### config.mk
export PLATFORM = sky130hd
export DESIGN_NAME = dmem_arbiter_flat
export DESIGN_NICKNAME = d
export VERILOG_FILES = /design/src/rtl/dmem_arbiter_if.sv /design/src/rtl/dmem_arbiter.sv /design/src/flat_wrapper.sv
export SDC_FILE = /design/constraint.sdc
export NUM_CORES = 1
export LEC_CHECK = 0
export CAP_MARGIN = 15
export CORE_UTILIZATION = 25
export DETAILED_ROUTE_END_ITERATION = 10
export PLACE_DENSITY = 0.67
export SLEW_MARGIN = 20
export SYNTH_ARGS = -nofsm -noshare
export SYNTH_HDL_FRONTEND = slang
export SYNTH_SLANG_ARGS = --single-unit
### constraint.sdc
create_clock -name clk -period 2.65 [get_ports clk]
set_input_delay 0.3975 -clock clk [delete_from_list [all_inputs] [get_ports clk]]
set_output_delay 0.3975 -clock clk [all_outputs]
set_load 0.02 [all_outputs]
### src/rtl/dmem_arbiter_if.sv
// Bus bundle between the two requesters (CPU port m0, loader port m1),
// the data-memory arbiter and the single-port data memory.
//
// Handshake: a master holds mX_req (with we/addr/wdata/lock) stable while
// it waits; the access is accepted and completes on the rising edge where
// mX_req && mX_gnt. A read result appears on mX_rdata with a one-cycle
// mX_rvalid pulse in the cycle after that edge. There is no back-pressure
// on read data.
interface dmem_arbiter_if #(
    parameter int ADDR_W = 7
);
    // CPU load/store port
    logic              m0_req;
    logic              m0_we;
    logic [31:0]       m0_addr;
    logic [31:0]       m0_wdata;
    logic              m0_gnt;
    logic              m0_rvalid;
    logic [31:0]       m0_rdata;
    logic              m0_stall;

    // Debug / program-loader port
    logic              m1_req;
    logic              m1_we;
    logic [31:0]       m1_addr;
    logic [31:0]       m1_wdata;
    logic              m1_lock;
    logic              m1_gnt;
    logic              m1_rvalid;
    logic [31:0]       m1_rdata;

    // Single-port data memory
    logic              mem_we;
    logic [ADDR_W-1:0] mem_addr;
    logic [31:0]       mem_din;
    logic [31:0]       mem_dout;

    // Arbiter side
    modport slave (
        input  m0_req, m0_we, m0_addr, m0_wdata,
        output m0_gnt, m0_rvalid, m0_rdata, m0_stall,
        input  m1_req, m1_we, m1_addr, m1_wdata, m1_lock,
        output m1_gnt, m1_rvalid, m1_rdata,
        output mem_we, mem_addr, mem_din,
        input  mem_dout
    );

    // Requester and memory side
    modport master (
        output m0_req, m0_we, m0_addr, m0_wdata,
        input  m0_gnt, m0_rvalid, m0_rdata, m0_stall,
        output m1_req, m1_we, m1_addr, m1_wdata, m1_lock,
        input  m1_gnt, m1_rvalid, m1_rdata,
        input  mem_we, mem_addr, mem_din,
        output mem_dout
    );
endinterface

### src/rtl/dmem_arbiter.sv
// Two-master arbiter for the single-port data memory. Round-robin between
// the CPU (m0) and the loader (m1); the loader may hold the memory for a
// burst with m1_lock, but never for more than MAX_HOLD consecutive extra
// grants while the CPU is waiting. Grants are combinational so an access
// completes in the same cycle it is requested when uncontended.
module dmem_arbiter #(
    parameter int ADDR_W   = 7,
    parameter int MAX_HOLD = 4   // 1..255
) (
    input  logic                clk,
    input  logic                rstn,
    dmem_arbiter_if.slave       bus,
    output logic [1:0]          dbg_state_o,
    output logic [7:0]          dbg_hold_o,
    output logic                dbg_last_o
);

    // State = owner of the previous cycle's grant (IDLE if none).
    typedef enum logic [1:0] {
        IDLE = 2'd0,
        OWN0 = 2'd1,
        OWN1 = 2'd2
    } state_e;

    localparam logic [7:0] HOLD_MAX = 8'(MAX_HOLD);

    state_e      state_q, state_d;
    logic        last_q, last_d;       // master of the most recent grant
    logic [7:0]  hold_q, hold_d;       // consecutive grants while other waits
    logic        rvalid0_q, rvalid1_q;
    logic [31:0] rdata0_q, rdata1_q;

    logic        win_valid;            // somebody is granted this cycle
    logic        win_m1;               // winner is m1 (valid with win_valid)
    logic        gnt0, gnt1;
    logic        same_owner;
    logic        other_req;

    // Address bits outside the word index are intentionally ignored.
    logic        unused_addr_bits;
    assign unused_addr_bits = ^{bus.m0_addr[31:ADDR_W+2], bus.m0_addr[1:0],
                                bus.m1_addr[31:ADDR_W+2], bus.m1_addr[1:0]};

    // Pick the winner: single requester wins outright; on a tie the locked
    // loader keeps the memory until the hold limit, otherwise alternate.
    always_comb begin
        win_valid = 1'b0;
        win_m1    = 1'b0;
        if (!rstn) begin
            win_valid = 1'b0;
        end else if (bus.m0_req && bus.m1_req) begin
            win_valid = 1'b1;
            if (state_q == OWN1 && bus.m1_lock && hold_q < HOLD_MAX) begin
                win_m1 = 1'b1;
            end else begin
                win_m1 = ~last_q;
            end
        end else if (bus.m0_req) begin
            win_valid = 1'b1;
        end else if (bus.m1_req) begin
            win_valid = 1'b1;
            win_m1    = 1'b1;
        end
    end

    assign gnt0 = win_valid & ~win_m1;
    assign gnt1 = win_valid &  win_m1;

    assign bus.m0_gnt   = gnt0;
    assign bus.m1_gnt   = gnt1;
    assign bus.m0_stall = bus.m0_req & ~gnt0;

    // Route the winner's access to the memory; drive zeros when idle.
    always_comb begin
        bus.mem_we   = 1'b0;
        bus.mem_addr = '0;
        bus.mem_din  = '0;
        if (gnt1) begin
            bus.mem_we   = bus.m1_we;
            bus.mem_addr = bus.m1_addr[ADDR_W+1:2];
            bus.mem_din  = bus.m1_we ? bus.m1_wdata : 32'h0;
        end else if (gnt0) begin
            bus.mem_we   = bus.m0_we;
            bus.mem_addr = bus.m0_addr[ADDR_W+1:2];
            bus.mem_din  = bus.m0_we ? bus.m0_wdata : 32'h0;
        end
    end

    // Next owner, round-robin pointer and hold counter.
    always_comb begin
        same_owner = (state_q == OWN0 && gnt0) || (state_q == OWN1 && gnt1);
        other_req  = win_m1 ? bus.m0_req : bus.m1_req;

        state_d = IDLE;
        last_d  = last_q;
        hold_d  = 8'd0;
        if (win_valid) begin
            state_d = win_m1 ? OWN1 : OWN0;
            last_d  = win_m1;
            if (same_owner && other_req) begin
                hold_d = (hold_q < HOLD_MAX) ? hold_q + 8'd1 : HOLD_MAX;
            end
        end
    end

    // Owner FSM plus registered read-return path for both masters.
    always_ff @(posedge clk) begin
        if (!rstn) begin
            state_q   <= IDLE;
            last_q    <= 1'b1;
            hold_q    <= 8'd0;
            rvalid0_q <= 1'b0;
            rvalid1_q <= 1'b0;
            rdata0_q  <= 32'h0;
            rdata1_q  <= 32'h0;
        end else begin
            state_q   <= state_d;
            last_q    <= last_d;
            hold_q    <= hold_d;
            rvalid0_q <= gnt0 & ~bus.m0_we;
            rvalid1_q <= gnt1 & ~bus.m1_we;
            if (gnt0 && !bus.m0_we) begin
                rdata0_q <= bus.mem_dout;
            end
            if (gnt1 && !bus.m1_we) begin
                rdata1_q <= bus.mem_dout;
            end
        end
    end

    assign bus.m0_rvalid = rvalid0_q;
    assign bus.m0_rdata  = rdata0_q;
    assign bus.m1_rvalid = rvalid1_q;
    assign bus.m1_rdata  = rdata1_q;

    assign dbg_state_o = state_q;
    assign dbg_hold_o  = hold_q;
    assign dbg_last_o  = last_q;

endmodule

### src/flat_wrapper.sv
// flat-port wrapper written by rule: the top's interface ports become plain ports
module dmem_arbiter_flat 
#(
    parameter int ADDR_W   = 7,
    parameter int MAX_HOLD = 4            
)
  (clk, rstn, dbg_state_o, dbg_hold_o, dbg_last_o, bus_m0_req, bus_m0_we, bus_m0_addr, bus_m0_wdata, bus_m0_gnt, bus_m0_rvalid, bus_m0_rdata, bus_m0_stall, bus_m1_req, bus_m1_we, bus_m1_addr, bus_m1_wdata, bus_m1_lock, bus_m1_gnt, bus_m1_rvalid, bus_m1_rdata, bus_mem_we, bus_mem_addr, bus_mem_din, bus_mem_dout);
  dmem_arbiter_if #(.ADDR_W(ADDR_W)) bus_i ();
  input  logic clk;
  input  logic rstn;
  output logic [1:0] dbg_state_o;
  output logic [7:0] dbg_hold_o;
  output logic dbg_last_o;
  input wire logic [$bits(bus_i.m0_req)-1:0] bus_m0_req;
  input wire logic [$bits(bus_i.m0_we)-1:0] bus_m0_we;
  input wire logic [$bits(bus_i.m0_addr)-1:0] bus_m0_addr;
  input wire logic [$bits(bus_i.m0_wdata)-1:0] bus_m0_wdata;
  output wire logic [$bits(bus_i.m0_gnt)-1:0] bus_m0_gnt;
  output wire logic [$bits(bus_i.m0_rvalid)-1:0] bus_m0_rvalid;
  output wire logic [$bits(bus_i.m0_rdata)-1:0] bus_m0_rdata;
  output wire logic [$bits(bus_i.m0_stall)-1:0] bus_m0_stall;
  input wire logic [$bits(bus_i.m1_req)-1:0] bus_m1_req;
  input wire logic [$bits(bus_i.m1_we)-1:0] bus_m1_we;
  input wire logic [$bits(bus_i.m1_addr)-1:0] bus_m1_addr;
  input wire logic [$bits(bus_i.m1_wdata)-1:0] bus_m1_wdata;
  input wire logic [$bits(bus_i.m1_lock)-1:0] bus_m1_lock;
  output wire logic [$bits(bus_i.m1_gnt)-1:0] bus_m1_gnt;
  output wire logic [$bits(bus_i.m1_rvalid)-1:0] bus_m1_rvalid;
  output wire logic [$bits(bus_i.m1_rdata)-1:0] bus_m1_rdata;
  output wire logic [$bits(bus_i.mem_we)-1:0] bus_mem_we;
  output wire logic [$bits(bus_i.mem_addr)-1:0] bus_mem_addr;
  output wire logic [$bits(bus_i.mem_din)-1:0] bus_mem_din;
  input wire logic [$bits(bus_i.mem_dout)-1:0] bus_mem_dout;
  assign bus_i.m0_req = bus_m0_req;
  assign bus_i.m0_we = bus_m0_we;
  assign bus_i.m0_addr = bus_m0_addr;
  assign bus_i.m0_wdata = bus_m0_wdata;
  assign bus_m0_gnt = bus_i.m0_gnt;
  assign bus_m0_rvalid = bus_i.m0_rvalid;
  assign bus_m0_rdata = bus_i.m0_rdata;
  assign bus_m0_stall = bus_i.m0_stall;
  assign bus_i.m1_req = bus_m1_req;
  assign bus_i.m1_we = bus_m1_we;
  assign bus_i.m1_addr = bus_m1_addr;
  assign bus_i.m1_wdata = bus_m1_wdata;
  assign bus_i.m1_lock = bus_m1_lock;
  assign bus_m1_gnt = bus_i.m1_gnt;
  assign bus_m1_rvalid = bus_i.m1_rvalid;
  assign bus_m1_rdata = bus_i.m1_rdata;
  assign bus_mem_we = bus_i.mem_we;
  assign bus_mem_addr = bus_i.mem_addr;
  assign bus_mem_din = bus_i.mem_din;
  assign bus_i.mem_dout = bus_mem_dout;
  dmem_arbiter #(.ADDR_W(ADDR_W), .MAX_HOLD(MAX_HOLD)) u_core (.clk(clk), .rstn(rstn), .bus(bus_i), .dbg_state_o(dbg_state_o), .dbg_hold_o(dbg_hold_o), .dbg_last_o(dbg_last_o));
endmodule
## After elaboration in Yosys (flattened, before gate mapping)

Cells that the tools add are included.

| operators by class | value |
|---|---|
| bitwise gates (word level) | 10 |
| mux-type cells | 19 |
| order comparisons | 1 |
| reduce and logical (&&, ||, !) cells | 14 |
| equal/unequal tests | 2 |
| $add $sub $neg | 1 |

Operator list:

| operator | count |
|---|---|
| $mux 32 | 4 |
| $mux 7 | 2 |
| $mux 1 | 11 |
| $add 8x1->8 const B | 1 |
| $logic_and 1x1->1 | 8 |
| $lt 8x3->1 const B | 1 |
| $and 1x1->1 | 5 |
| $not 1->1 | 5 |
| $reduce_and 4->1 | 1 |
| $mux 3 | 1 |
| $reduce_and 3->1 | 1 |
| $eq 2x1->1 const B | 1 |
| $eq 2x2->1 const B | 1 |
| $logic_not 1->1 | 2 |
| $mux 2 | 1 |
| $reduce_and 2->1 | 1 |
| $logic_or 1x1->1 | 1 |

| storage, ports and cells | value |
|---|---|
| register bits | 77 |

## Longest topological paths before layout

Gate-level depths: netlist of run 1.

| logic depth | value |
|---|---|
| depth in word-level cells | 12 |
| gate-level depth with buffers | 6 |
| gate-level depth less buffers | 5 |

## Worst setup path after synthesis of run 1

No wires, ideal clock.

| timing | value |
|---|---|
| path type | reg2out |
| from | register u_core.hold_q[6], in the netlist u_core.dbg_hold_o[6] |
| to | output port bus_mem_addr[0] |
| required time | 2.253 ns |
| stages on the path, launching flop included | 6 |
| arrival time | 2.139 ns |
| buffers on the path | 0 |
| path slack | 0.113 ns |
| cell sequence | dfxtp_1 -> or4_4 -> o31ai_1 -> a21o_1 -> clkinv_1 -> a22o_1 |

| on the way | value |
|---|---|
| cells in the longest elaborated chain, start to end | 9 |
| elaborated cells between the ends (all ways) | 10 |
| those cells by class | order compare: 1; mux: 5; bitwise: 3; reduce/logical: 1 |

Ends and longest elaborated chain:

| item | RTL line | source |
|---|---|---|
| from (decl) | dmem_arbiter.sv:29 | `logic [7:0] hold_q, hold_d;` |
| from (signal assigned) | dmem_arbiter.sv:119 | `hold_q <= hold_d;` |
| $lt 8x3->1 | dmem_arbiter.sv:53 | `if (state_q == OWN1 && bus.m1_lock && hold_q < HOLD_MAX) begin` |
| $logic_and 1x1->1 | dmem_arbiter.sv:53 |  |
| $mux 1 | dmem_arbiter.sv:53 |  |
| $mux 1 | dmem_arbiter.sv:51 | `end else if (bus.m0_req && bus.m1_req) begin` |
| $mux 1 | dmem_arbiter.sv:49 | `if (!rstn) begin` |
| $not 1->1 | dmem_arbiter.sv:66 | `assign gnt0 = win_valid & ~win_m1;` |
| $and 1x1->1 | dmem_arbiter.sv:66 |  |
| named net bus_m0_gnt | flat_wrapper.sv:18 | `output wire logic [$bits(bus_i.m0_gnt)-1:0] bus_m0_gnt;` |
| $mux 7 | dmem_arbiter.sv:82 | `end else if (gnt0) begin` |
| $mux 7 | dmem_arbiter.sv:78 | `if (gnt1) begin` |
| to (decl) | flat_wrapper.sv:31 | `output wire logic [$bits(bus_i.mem_addr)-1:0] bus_mem_addr;` |

The timed path passes the listed nets, and every way through them passes these cells.

## Final worst setup path of run 1

| timing | value |
|---|---|
| from | register u_core.hold_q[4], in the netlist u_core.dbg_hold_o[4] |
| to | output port bus_mem_we |

| on the way | value |
|---|---|
| cells in the longest elaborated chain, start to end | 9 |
| elaborated cells between the ends (all ways) | 10 |
| those cells by class | order compare: 1; mux: 5; bitwise: 3; reduce/logical: 1 |

Ends and longest elaborated chain:

| item | RTL line | source |
|---|---|---|
| $lt 8x3->1 * | dmem_arbiter.sv:53 |  |
| $logic_and 1x1->1 * | dmem_arbiter.sv:53 |  |
| $mux 1 * | dmem_arbiter.sv:53 |  |
| $mux 1 * | dmem_arbiter.sv:51 |  |
| $mux 1 * | dmem_arbiter.sv:49 |  |
| $not 1->1 | dmem_arbiter.sv:66 |  |
| $and 1x1->1 | dmem_arbiter.sv:66 |  |
| $mux 1 | dmem_arbiter.sv:82 |  |
| $mux 1 * | dmem_arbiter.sv:78 |  |
| to (decl) | flat_wrapper.sv:30 | `output wire logic [$bits(bus_i.mem_we)-1:0] bus_mem_we;` |

Mark *: on every way between the ends. The rest lies on a longest branch, timed or not.

==> results of run 1 <==
==> placed cells by master, fill, tap and decap left out, types with 2 or more instances in the layout <==
master,n
buf_2,2
or2_2,4
nand4_1,32
clkbuf_16,12
dfxtp_1,77
buf_4,26
a22o_1,38
buf_12,4
buf_6,42
nor3b_1,3
nand2_1,37
o22ai_1,2
o21ai_0,34
clkinv_4,4
nand3_1,2
conb_1,5
inv_1,38
nor2_1,2
clkinv_2,4
clkdlybuf4s50_1,192
buf_16,2
mux2i_1,32
==> critical path, cell delays in order (launching register included) <==
cell and delay, ps:
dfxtp_1 310, or4_4 570, buf_6 140, o31ai_4 200
buf_6 140, a211oi_4 70, buf_12 160, or2_2 310
buf_6 140
==> timing repair <==
| action | 4_1_cts | 5_1_grt |
|---|---|---|
| endpoints found under the hold margin | 0 | 0 |
| gates cloned | 4 | 2 |
| setup endpoints to repair | 43 | 43 |
| hold buffers | 0 | 0 |
| buffers inserted | 4 | 1 |
| gates resized for setup | 227 | 36 |
| pin swaps | 8 | 5 |
==> power by group through the flow <==
stage / clock, mW / sequential (mW) / combinational (mW)
after floorplan: 0 / 1.40 / 0.212
after global placement: 0 / 1.30 / 0.783
after detailed placement: 0 / 1.31 / 0.788
after CTS: 1.25 / 1.29 / 0.810
after global routing: 1.32 / 1.29 / 0.881
final: 1.22 / 1.28 / 0.832
==> cell usage after synthesis, drive strengths merged <==
library cell,instances
mux2i,32
a22o,39
o22ai,2
o21ai,35
clkbuf,20
buf,7
ha,1
or4,1
and2,1
nand2,37
a32o,1
a32oi,1
nor3,1
nand3,2
o311a,1
inv,38
clkinv,2
conb,1
a211oi,1
nand3b,1
a21o,1
and4b,1
or2,4
or3,1
o31ai,1
dfxtp,77
nor3b,4
nand4,32
nand2b,1
nor2,2
a21boi,1
==> routing by layer <==
layer	global-route usage	vias to the layer above
li1	-	1760
met1	0.189	1741
met2	0.354	145
met3	0.0690	9
met4	0.0427	0
met5	0	-
==> cell type report <==
cell class	count	area (um2)	share of cell area
clock buffers	10	239	0.0367
clock inverters	6	62.6	0.00961
inverters	40	160	0.0246
multi-input cells	209	1480	0.227
flip-flops and latches	77	1540	0.237
well taps	172	215	0.0331
repair buffers	271	2810	0.432
repair inverters	1	5.00	0.000769
==> logic make-up after synthesis <==
logic type      after synthesis
other cells                   1
mux                          32
compound gates               83
flops                        77
buf+inv                      67
fa+ha+maj                     1
simple gates                 88
==> final timing paths <==
kind	from	to	depth (start not counted)
worst max-delay path	u_core.dbg_hold_o[4]	bus_mem_we	8
worst min-delay path	u_core.bus.m1_rdata[1]	u_core.bus.m1_rdata[1]	2
worst max register to register	u_core.dbg_hold_o[4]	u_core.dbg_hold_o[0]	8
worst min register to register	u_core.bus.m1_rdata[1]	u_core.bus.m1_rdata[1]	2
==> through the flow <==
stage | instance area [um2] | utilization | setup TNS, ps
4_1_cts | 6350 | 0.503 | -3780
3_3_place_gp | 5940 | 0.470 | -12450
3_5_place_dp | 5940 | 0.470 | -13250
2_1_floorplan | 3260 | - | 0
6_report | 6510 | 0.516 | -3410
5_1_grt | 6510 | 0.516 | -6700
==> sequential cells by signal (all words and copies together), names as in the netlist <==
register              flops
u_core.bus.m1_rvalid      1
u_core.bus.m0_rdata      32
u_core.bus.m1_rdata      32
u_core.dbg_state_o        2
u_core.bus.m0_rvalid      1
u_core.dbg_last_o         1
u_core.dbg_hold_o         8
==> metrics.csv, run 1 <==
stage,metric,value,unit
run_status,status,finished with violations,
run_status,failing checks,negative setup slack,
timing,Final Cycle Share,1.05,
route,Top Layer Used,met4,
die,Core Region,12600,um2
synthesis,"Seq/Total Area, Yosys",0.475,
setup_path,CP Class,reg2out,
clock_network,clock-pin transition on the worst setup and hold timing paths,60,ps
die,die height,116,um
power,clock share of power,0.366,
layout,layout cell share with drive strength beyond 1,0.182,
power,internal power,2.45,mW
timing,RSZ-0062 raised after global routing,yes,
synthesis,multiplexer area fraction after synthesis,0.0987,
route,initial DRC count,104,
timing,fin worst setup slack,-119,ps
synthesis,"area leader, netlist",dfxtp_1,
timing,final setup vio count,40,
layout,P&R area growth vs syn,101,%
synthesis,top post-synthesis cells by area,"dfxtp_1, a22o_1, mux2i_1, nand4_1, o21ai_0",
route,length of routed met3 wiring,1240,um
route,DRC,0,
setup_path,Worst setup EP type,output port,
clock_network,Skew-Pair Late Insertion Delay,330,ps
power,Max IR drop VDD,323,uV
timing,final hold slack,461,ps
die,Starting Density,0.257,
setup_path,required time of the critical path,2250,ps
clock_network,TritonCTS Buffers,9,
route,Metal-1 WL,4900,um
power,Comb power frac,0.249,
layout,antenna cell count,0,
route,vias post-DR,3655,
die,Die Span X,116,um
route,post-route ant nets,0,
die,Die Area,13400,um2
synthesis,main combinational cell family by area after synthesis,compound AO/OA/AOI/OAI gates,
die,IO Pins,287,
setup_path,maximum fanout along the worst path,17,
power,total power draw,3.34,mW
route,WL met2,6980,um
power,Sw Share,0.268,
synthesis,simple-gate area share of the yosys netlist,0.145,
setup_path,Critical Path Source Type,flip-flop,
job,max-cap viol count,0,
timing,minimum clock period after layout,2770,ps
timing,Fmax,0.361,GHz
route,DR vias/cell,4.65,
power,pwr/cell area,513,nW/um2
placement,DP HPWL,9160,um
synthesis,Synth Area in XOR/XNOR,0,
die,Placement Rows,41,
placement,Cells after DPL,759,
route,average routed wire per standard cell,16.8,um
global_routing,vias in the first global route,3656,
clock_network,Longest Clk Path Bufs,2,
clock_network,CTS Sinks,77,
power,switching pwr,0.893,mW
timing,Fin Clk Skew,7.22,ps
placement,DP Worst Slack,-413,ps
power,Lkg Pwr,2.88,nW
power,Flop pwr share,0.385,
synthesis,Ys Warns,0,
layout,# nets final,777,
layout,Non-Filler Instances,786,
synthesis,Compound-Gate Fraction of Synth Area,0.181,
placement,RePlAce Congestion,0.723,
synthesis,top-area cell type share of the netlist area,0.475,
worst_hold_path,Hold WC Path Type,reg2reg,
clock_network,CTS tree,done,
global_routing,Total GRT Usage,0.185,
synthesis,Post-Syn Instances,349,
synthesis,Post-Synth Adder-Cell Area,0.00385,
placement,number of port buffers,236,
synthesis,library cells used by synthesis,35,
clock_network,Root Buffer Master,clkbuf_16,
layout,Fillers,1184,
setup_path,Worst EP arrival,2370,ps
global_routing,largest net degree at the start of global routing,39,
global_routing,antenna violations before repair,0,
global_routing,first-pass GRT wire length,19000,um
clock_network,H-tree depth,3,
route,1st-pass router iterations,4,
setup_path,Worst R2R Setup Slack,460,ps
timing,Hold Fails Final Rpt,0,
synthesis,register bit count reported by yosys,77,
synthesis,Syn Area/Cell,9.30,um2
timing,Final Slew Violations,0,
synthesis,Post-Syn Area,3250,um2
global_routing,GRT Residual Overflow,0,
route,final wirelength,13200,um
Power figures use the tool's default switching activity.
==> run 2, diff against run 1 <==
--- a/config.mk
+++ b/config.mk
@@ -7,6 +7,7 @@
 export LEC_CHECK = 0
 export CAP_MARGIN = 15
 export CORE_UTILIZATION = 25
+export CTS_BUF_LIST = sky130_fd_sc_hd__clkbuf_2
 export DETAILED_ROUTE_END_ITERATION = 10
 export PLACE_DENSITY = 0.67
 export SLEW_MARGIN = 20
==> run 2 against run 1 <==
  * Largest cell class unchanged
  * The run still ends with negative setup slack left
  * Worst setup slack got worse by 240 ps
  * Power shrank 18%
  * Die area stayed put
==> metrics.csv, run 2 (same netlist as run 1, synthesis figures left out) <==
stage,metric,value,unit
run_status,status,finished with violations,
run_status,failing checks,negative setup slack,
setup_path,Critical Path Sink,bus_mem_we,
timing,final hold slack,371,ps
clock_network,Root Buffer Master,clkbuf_2,
power,Lkg Pwr,2.80,nW
die,die height,116,um
global_routing,Total GRT Usage,0.184,
timing,Hold Fails Final Rpt,0,
route,initial DRC count,107,
power,pwr/cell area,434,nW/um2
layout,Fillers,1200,
clock_network,TritonCTS Buffers,9,
clock_network,CTS Sinks,77,
setup_path,R2R cell count,5,
global_routing,antenna violations before repair,0,
setup_path,required time of the critical path,2250,ps
layout,most frequent cells in the layout,"clkdlybuf4s50_1, dfxtp_1, buf_6, inv_1, a22o_1",
route,DRC,0,
power,Sw Share,0.305,
clock_network,CTS tree,done,
timing,minimum clock period after layout,3010,ps
power,Comb power frac,0.303,
worst_hold_path,Hold WC Path Type,in2reg,
setup_path,Worst R2R Setup Slack,430,ps
die,Core Region,12600,um2
setup_path,reg2reg end,u_core.bus.m1_rdata[31],
route,1st-pass router iterations,4,
die,Placement Rows,41,
route,final wirelength,13200,um
placement,DP HPWL,9160,um
global_routing,largest net degree at the start of global routing,39,
route,average routed wire per standard cell,16.7,um
die,Die Span X,116,um
power,switching pwr,0.838,mW
global_routing,first-pass GRT wire length,18900,um
power,clock share of power,0.229,
die,IO Pins,287,
timing,final setup vio count,43,
layout,antenna cell count,0,
route,post-route ant nets,0,
placement,Cells after DPL,759,
setup_path,crit path launch,u_core.dbg_hold_o[4],
timing,Final Cycle Share,1.14,
setup_path,Critical Path Source Type,flip-flop,
power,total power draw,2.75,mW
clock_network,clock-pin transition on the worst setup and hold timing paths,210,ps
setup_path,RR Startpoint,u_core.dbg_hold_o[4],
setup_path,CP Class,reg2out,
die,Die Area,13400,um2
job,max-cap viol count,0,
setup_path,Worst EP arrival,2610,ps
timing,Fmax,0.332,GHz
clock_network,Longest Clk Path Bufs,2,
layout,# nets final,777,
placement,number of port buffers,236,
route,DR vias/cell,4.61,
setup_path,Worst setup EP type,output port,
placement,DP Worst Slack,-413,ps
timing,RSZ-0062 raised after global routing,yes,
clock_network,# hold bufs at CTS,0,
global_routing,vias in the first global route,3669,
placement,RePlAce Congestion,0.723,
timing,fin worst setup slack,-359,ps
layout,Non-Filler Instances,786,
layout,"commonest non-fill, non-tap cell in the layout",clkdlybuf4s50_1,
setup_path,maximum fanout along the worst path,17,
die,Starting Density,0.257,
layout,layout cell share with drive strength beyond 1,0.187,
clock_network,Skew-Pair Late Insertion Delay,520,ps
global_routing,GRT Residual Overflow,0,
power,internal power,1.91,mW
clock_network,H-tree depth,3,
timing,Fin Clk Skew,29.4,ps
layout,P&R area growth vs syn,95.3,%
power,Max IR drop VDD,280,uV
power,Flop pwr share,0.468,
layout,Final Core Density,0.502,
timing,Final Slew Violations,0,
route,vias post-DR,3620,
-- run 2: cell count changes in the layout (fill, tap and decap cells not counted) --
cell       delta
clkbuf_16     -9
dfxtp_2       +3
buf_4         -3
or2_2         -1
buf_6         +3
clkbuf_8      -1
nand2_2       +1
nand2_1       -1
or2_4         +1
clkbuf_2      +9
dfxtp_1       -3
clkinv_1      +1
-- run 2: worst min path at each step --
stage	startpoint	to	slack, ps	cells after the start
after CTS	rstn	u_core.dbg_last_o	320	3
after detailed placement	u_core.bus.m1_rdata[8]	u_core.bus.m1_rdata[8]	450	2
after global routing	rstn	u_core.dbg_last_o	310	3
after global placement	u_core.bus.m1_rdata[23]	u_core.bus.m1_rdata[23]	450	2
final	rstn	u_core.dbg_last_o	370	3
after floorplan	bus_m1_req	u_core.dbg_last_o	530	2
-- run 2: per-layer routing --
layer / share of wire / global-route usage / up-vias
met5: 0 / 0 / -
met4: 0.0090 / 0.0453 / 0
met3: 0.095 / 0.0659 / 10
met2: 0.52 / 0.352 / 140
met1: 0.37 / 0.190 / 1715
li1: - / - / 1755
-- run 2: cell type report --
type	instances	area, um2	share of cell area
repair buffers	271	2820	0.445
inverters	40	160	0.0253
flip-flops and latches	77	1550	0.244
clock buffers	9	45.0	0.00710
multi-input cells	209	1480	0.234
well taps	172	215	0.0339
repair inverters	1	5.00	0.000789
clock inverters	7	66.3	0.0105
-- run 2: timing repair --
item | in CTS | in global routing
gates resized for setup | 237 | 35
pin swaps | 9 | 5
buffers inserted | 4 | 2
setup endpoints to repair | 43 | 43
gates cloned | 4 | 2
-- run 2: power groups by stage --
stage | Clock [mW] | Sequential, mW | Combinational [mW]
floorplan | 0 | 1.40 | 0.212
global placement | 0 | 1.30 | 0.783
detailed placement | 0 | 1.31 | 0.788
CTS | 0.655 | 1.29 | 0.813
global route | 0.718 | 1.30 | 0.885
finish | 0.630 | 1.29 | 0.834
-- run 2: critical path: stages (launching register included) --
cell and delay (ps):
dfxtp_2 370, or4_4 560, buf_6 140, o31ai_4 200, buf_6 150, a211oi_4 70, buf_12 160, or2_2 310
buf_6 140
-- run 2: stage by stage --
stage                     setup TNS [ps]  instance area (um2)
after global placement            -12450                 5940
after CTS                         -15360                 6180
final                             -13150                 6340
after detailed placement          -13250                 5940
after floorplan                        0                 3260
after global routing              -19780                 6340
==> run 3, diff against run 2 <==
--- a/config.mk
+++ b/config.mk
@@ -6,6 +6,8 @@
 export NUM_CORES = 1
 export LEC_CHECK = 0
 export CAP_MARGIN = 15
+export CORE_ASPECT_RATIO = 0.8
+export CORE_MARGIN = 1.5
 export CORE_UTILIZATION = 25
 export CTS_BUF_LIST = sky130_fd_sc_hd__clkbuf_2
 export DETAILED_ROUTE_END_ITERATION = 10
==> run 3 against run 2 <==
  * The run still ends with negative setup slack left
  * Power is 0.35% lower
  * Wire length is 4.1% lower
  * Maximum frequency is 1.6% higher
  * Final cell count is 0.25% lower
  * Clock-buffer cell count stayed put
  * Die area is 1.8% higher
  * Combinational power hardly changed
  * Non-clock buffer count is 5 lower
  * Largest cell class unchanged
==> metrics.csv, run 3 (same netlist as run 1, synthesis figures left out) <==
stage,metric,value,unit
run_status,status,finished with violations,
run_status,failing checks,negative setup slack,
route,average routed wire per standard cell,16.1,um
route,post-route ant nets,0,
clock_network,Longest Clk Path Bufs,2,
layout,"commonest non-fill, non-tap cell in the layout",clkdlybuf4s50_1,
global_routing,Total GRT Usage,0.181,
placement,RePlAce Congestion,0.849,
layout,post-route cell area,6280,um2
route,final wirelength,12600,um
setup_path,CP Depth,7,
timing,Hold Fails Final Rpt,0,
setup_path,Critical-path top delay cell,or4_4,
clock_network,clock-pin transition on the worst setup and hold timing paths,220,ps
global_routing,largest net degree at the start of global routing,38,
layout,antenna cell count,0,
setup_path,worst path buffer plus inverter count,3,
setup_path,RR Startpoint,u_core.dbg_hold_o[4],
setup_path,crit path launch,u_core.dbg_hold_o[4],
setup_path,Worst R2R Setup Slack,270,ps
global_routing,GRT Residual Overflow,0,
setup_path,Worst EP arrival,2570,ps
die,Die Span X,130,um
setup_path,maximum fanout along the worst path,8,
die,Core Region,12800,um2
clock_network,CTS tree,done,
placement,Cells after DPL,758,
clock_network,Root Buffer Master,clkbuf_2,
die,Starting Density,0.254,
route,length of routed met3 wiring,1060,um
timing,Fmax,0.338,GHz
route,initial DRC count,160,
setup_path,Worst setup EP type,output port,
clock_network,CTS Sinks,77,
setup_path,crit-path cells,or4_4 -> o311a_4 -> nor3b_4 -> buf_6 -> clkbuf_16 -> a22o_1 -> buf_6,
timing,Fin Clk Skew,22.4,ps
timing,final hold slack,429,ps
power,pwr/cell area,436,nW/um2
route,Metal-1 WL,5560,um
clock_network,H-tree depth,3,
setup_path,required time of the critical path,2250,ps
timing,final setup TNS,-11430,ps
worst_hold_path,Hold WC Path Type,in2reg,
global_routing,antenna violations before repair,0,
timing,Final Cycle Share,1.12,
route,WL met2,5880,um
placement,DP Area,5890,um2
setup_path,CP Class,reg2out,
die,Placement Rows,37,
die,die height,105,um
route,DR vias/cell,4.60,
layout,Non-Filler Instances,784,
timing,minimum clock period after layout,2960,ps
timing,RSZ-0062 raised after global routing,yes,
timing,Final Slew Violations,0,
layout,# nets final,772,
setup_path,Worst path most repeated cell,buf_6,
power,Max IR drop VDD,302,uV
clock_network,Skew-Pair Late Insertion Delay,500,ps
setup_path,family with the most delay on the worst path,simple AND/OR/NAND/NOR gates,
route,DRC,0,
layout,most frequent cells in the layout,"clkdlybuf4s50_1, dfxtp_1, buf_6, a22o_1, inv_1",
clock_network,# hold bufs at CTS,0,
placement,DP HPWL,9040,um
setup_path,Critical Path Sink,bus_mem_din[8],
die,Die Area,13700,um2
timing,final setup vio count,42,
route,1st-pass router iterations,4,
layout,P&R area growth vs syn,93.4,%
route,Top Layer Used,met4,
global_routing,first-pass GRT wire length,19300,um
global_routing,vias in the first global route,3665,
timing,fin worst setup slack,-313,ps
job,max-cap viol count,0,
placement,number of port buffers,236,
layout,layout cell share with drive strength beyond 1,0.179,
route,vias post-DR,3610,
setup_path,Critical Path Source Type,flip-flop,
setup_path,reg2reg end,u_core.bus.m1_rdata[29],
setup_path,largest stage delay on the critical path,570,ps
setup_path,R2R cell count,6,
die,IO Pins,287,
clock_network,TritonCTS Buffers,9,
power,Lkg Pwr,2.77,nW
[run 3: worst min path at each step]
| stage | from | endpoint | slack, ps | cells past startpoint |
|---|---|---|---|---|
| after floorplan | bus_m1_req | u_core.dbg_last_o | 530 | 2 |
| after global placement | u_core.bus.m1_rdata[13] | u_core.bus.m1_rdata[13] | 440 | 2 |
| after detailed placement | u_core.bus.m1_rdata[12] | u_core.bus.m1_rdata[12] | 450 | 2 |
| after CTS | bus_mem_dout[24] | u_core.bus.m1_rdata[24] | 340 | 3 |
| after global routing | bus_mem_dout[28] | u_core.bus.m1_rdata[28] | 340 | 3 |
| final | bus_mem_dout[24] | u_core.bus.m1_rdata[24] | 430 | 3 |
[run 3: cell type report]
type | instances | area (um2)
Clock buffer | 9 | 45.0
Clock inverter | 7 | 65.1
Fill cell | 1197 | 6500
Inverter | 40 | 163
Multi-Input combinational cell | 209 | 1500
Sequential cell | 77 | 1540
Tap cell | 175 | 219
Timing Repair Buffer | 266 | 2740
Timing Repair inverter | 1 | 6.26
[run 3: worst reg2reg max path, stage by stage (launching register included)]
cell and delay, ps:
dfxtp_2 360, or4_4 570, o311a_4 340, buf_4 150, or3_2 440, buf_4 250
mux2i_1 170
[run 3: per-layer routing]
| metal | up-vias | GRT usage |
|---|---|---|
| met5 | - | 0 |
| met4 | 0 | 0.0440 |
| met3 | 11 | 0.0645 |
| met2 | 136 | 0.291 |
| met1 | 1720 | 0.232 |
| li1 | 1743 | - |
[run 3: power breakdown]
group	total [mW]	switching [mW]	leakage, nW	internal [mW]
registers	1.28	0.0438	0.633	1.24
clock network	0.622	0.408	0.0695	0.213
logic	0.834	0.379	2.07	0.454
[run 3: through the flow]
stage               total power, mW  worst slack [ps]  utilization
finish                         2.74              -313        0.491
floorplan                      1.61               113            -
CTS                            2.76              -377        0.481
global placement               2.08              -389        0.461
global route                   2.89              -452        0.491
detailed placement             2.09              -429        0.461
[run 3: what timing repair did]
action,CTS,global route
pin swaps,5,9
setup endpoints to repair,43,43
buffers inserted,4,2
gates resized for setup,265,22
gates cloned,2,2
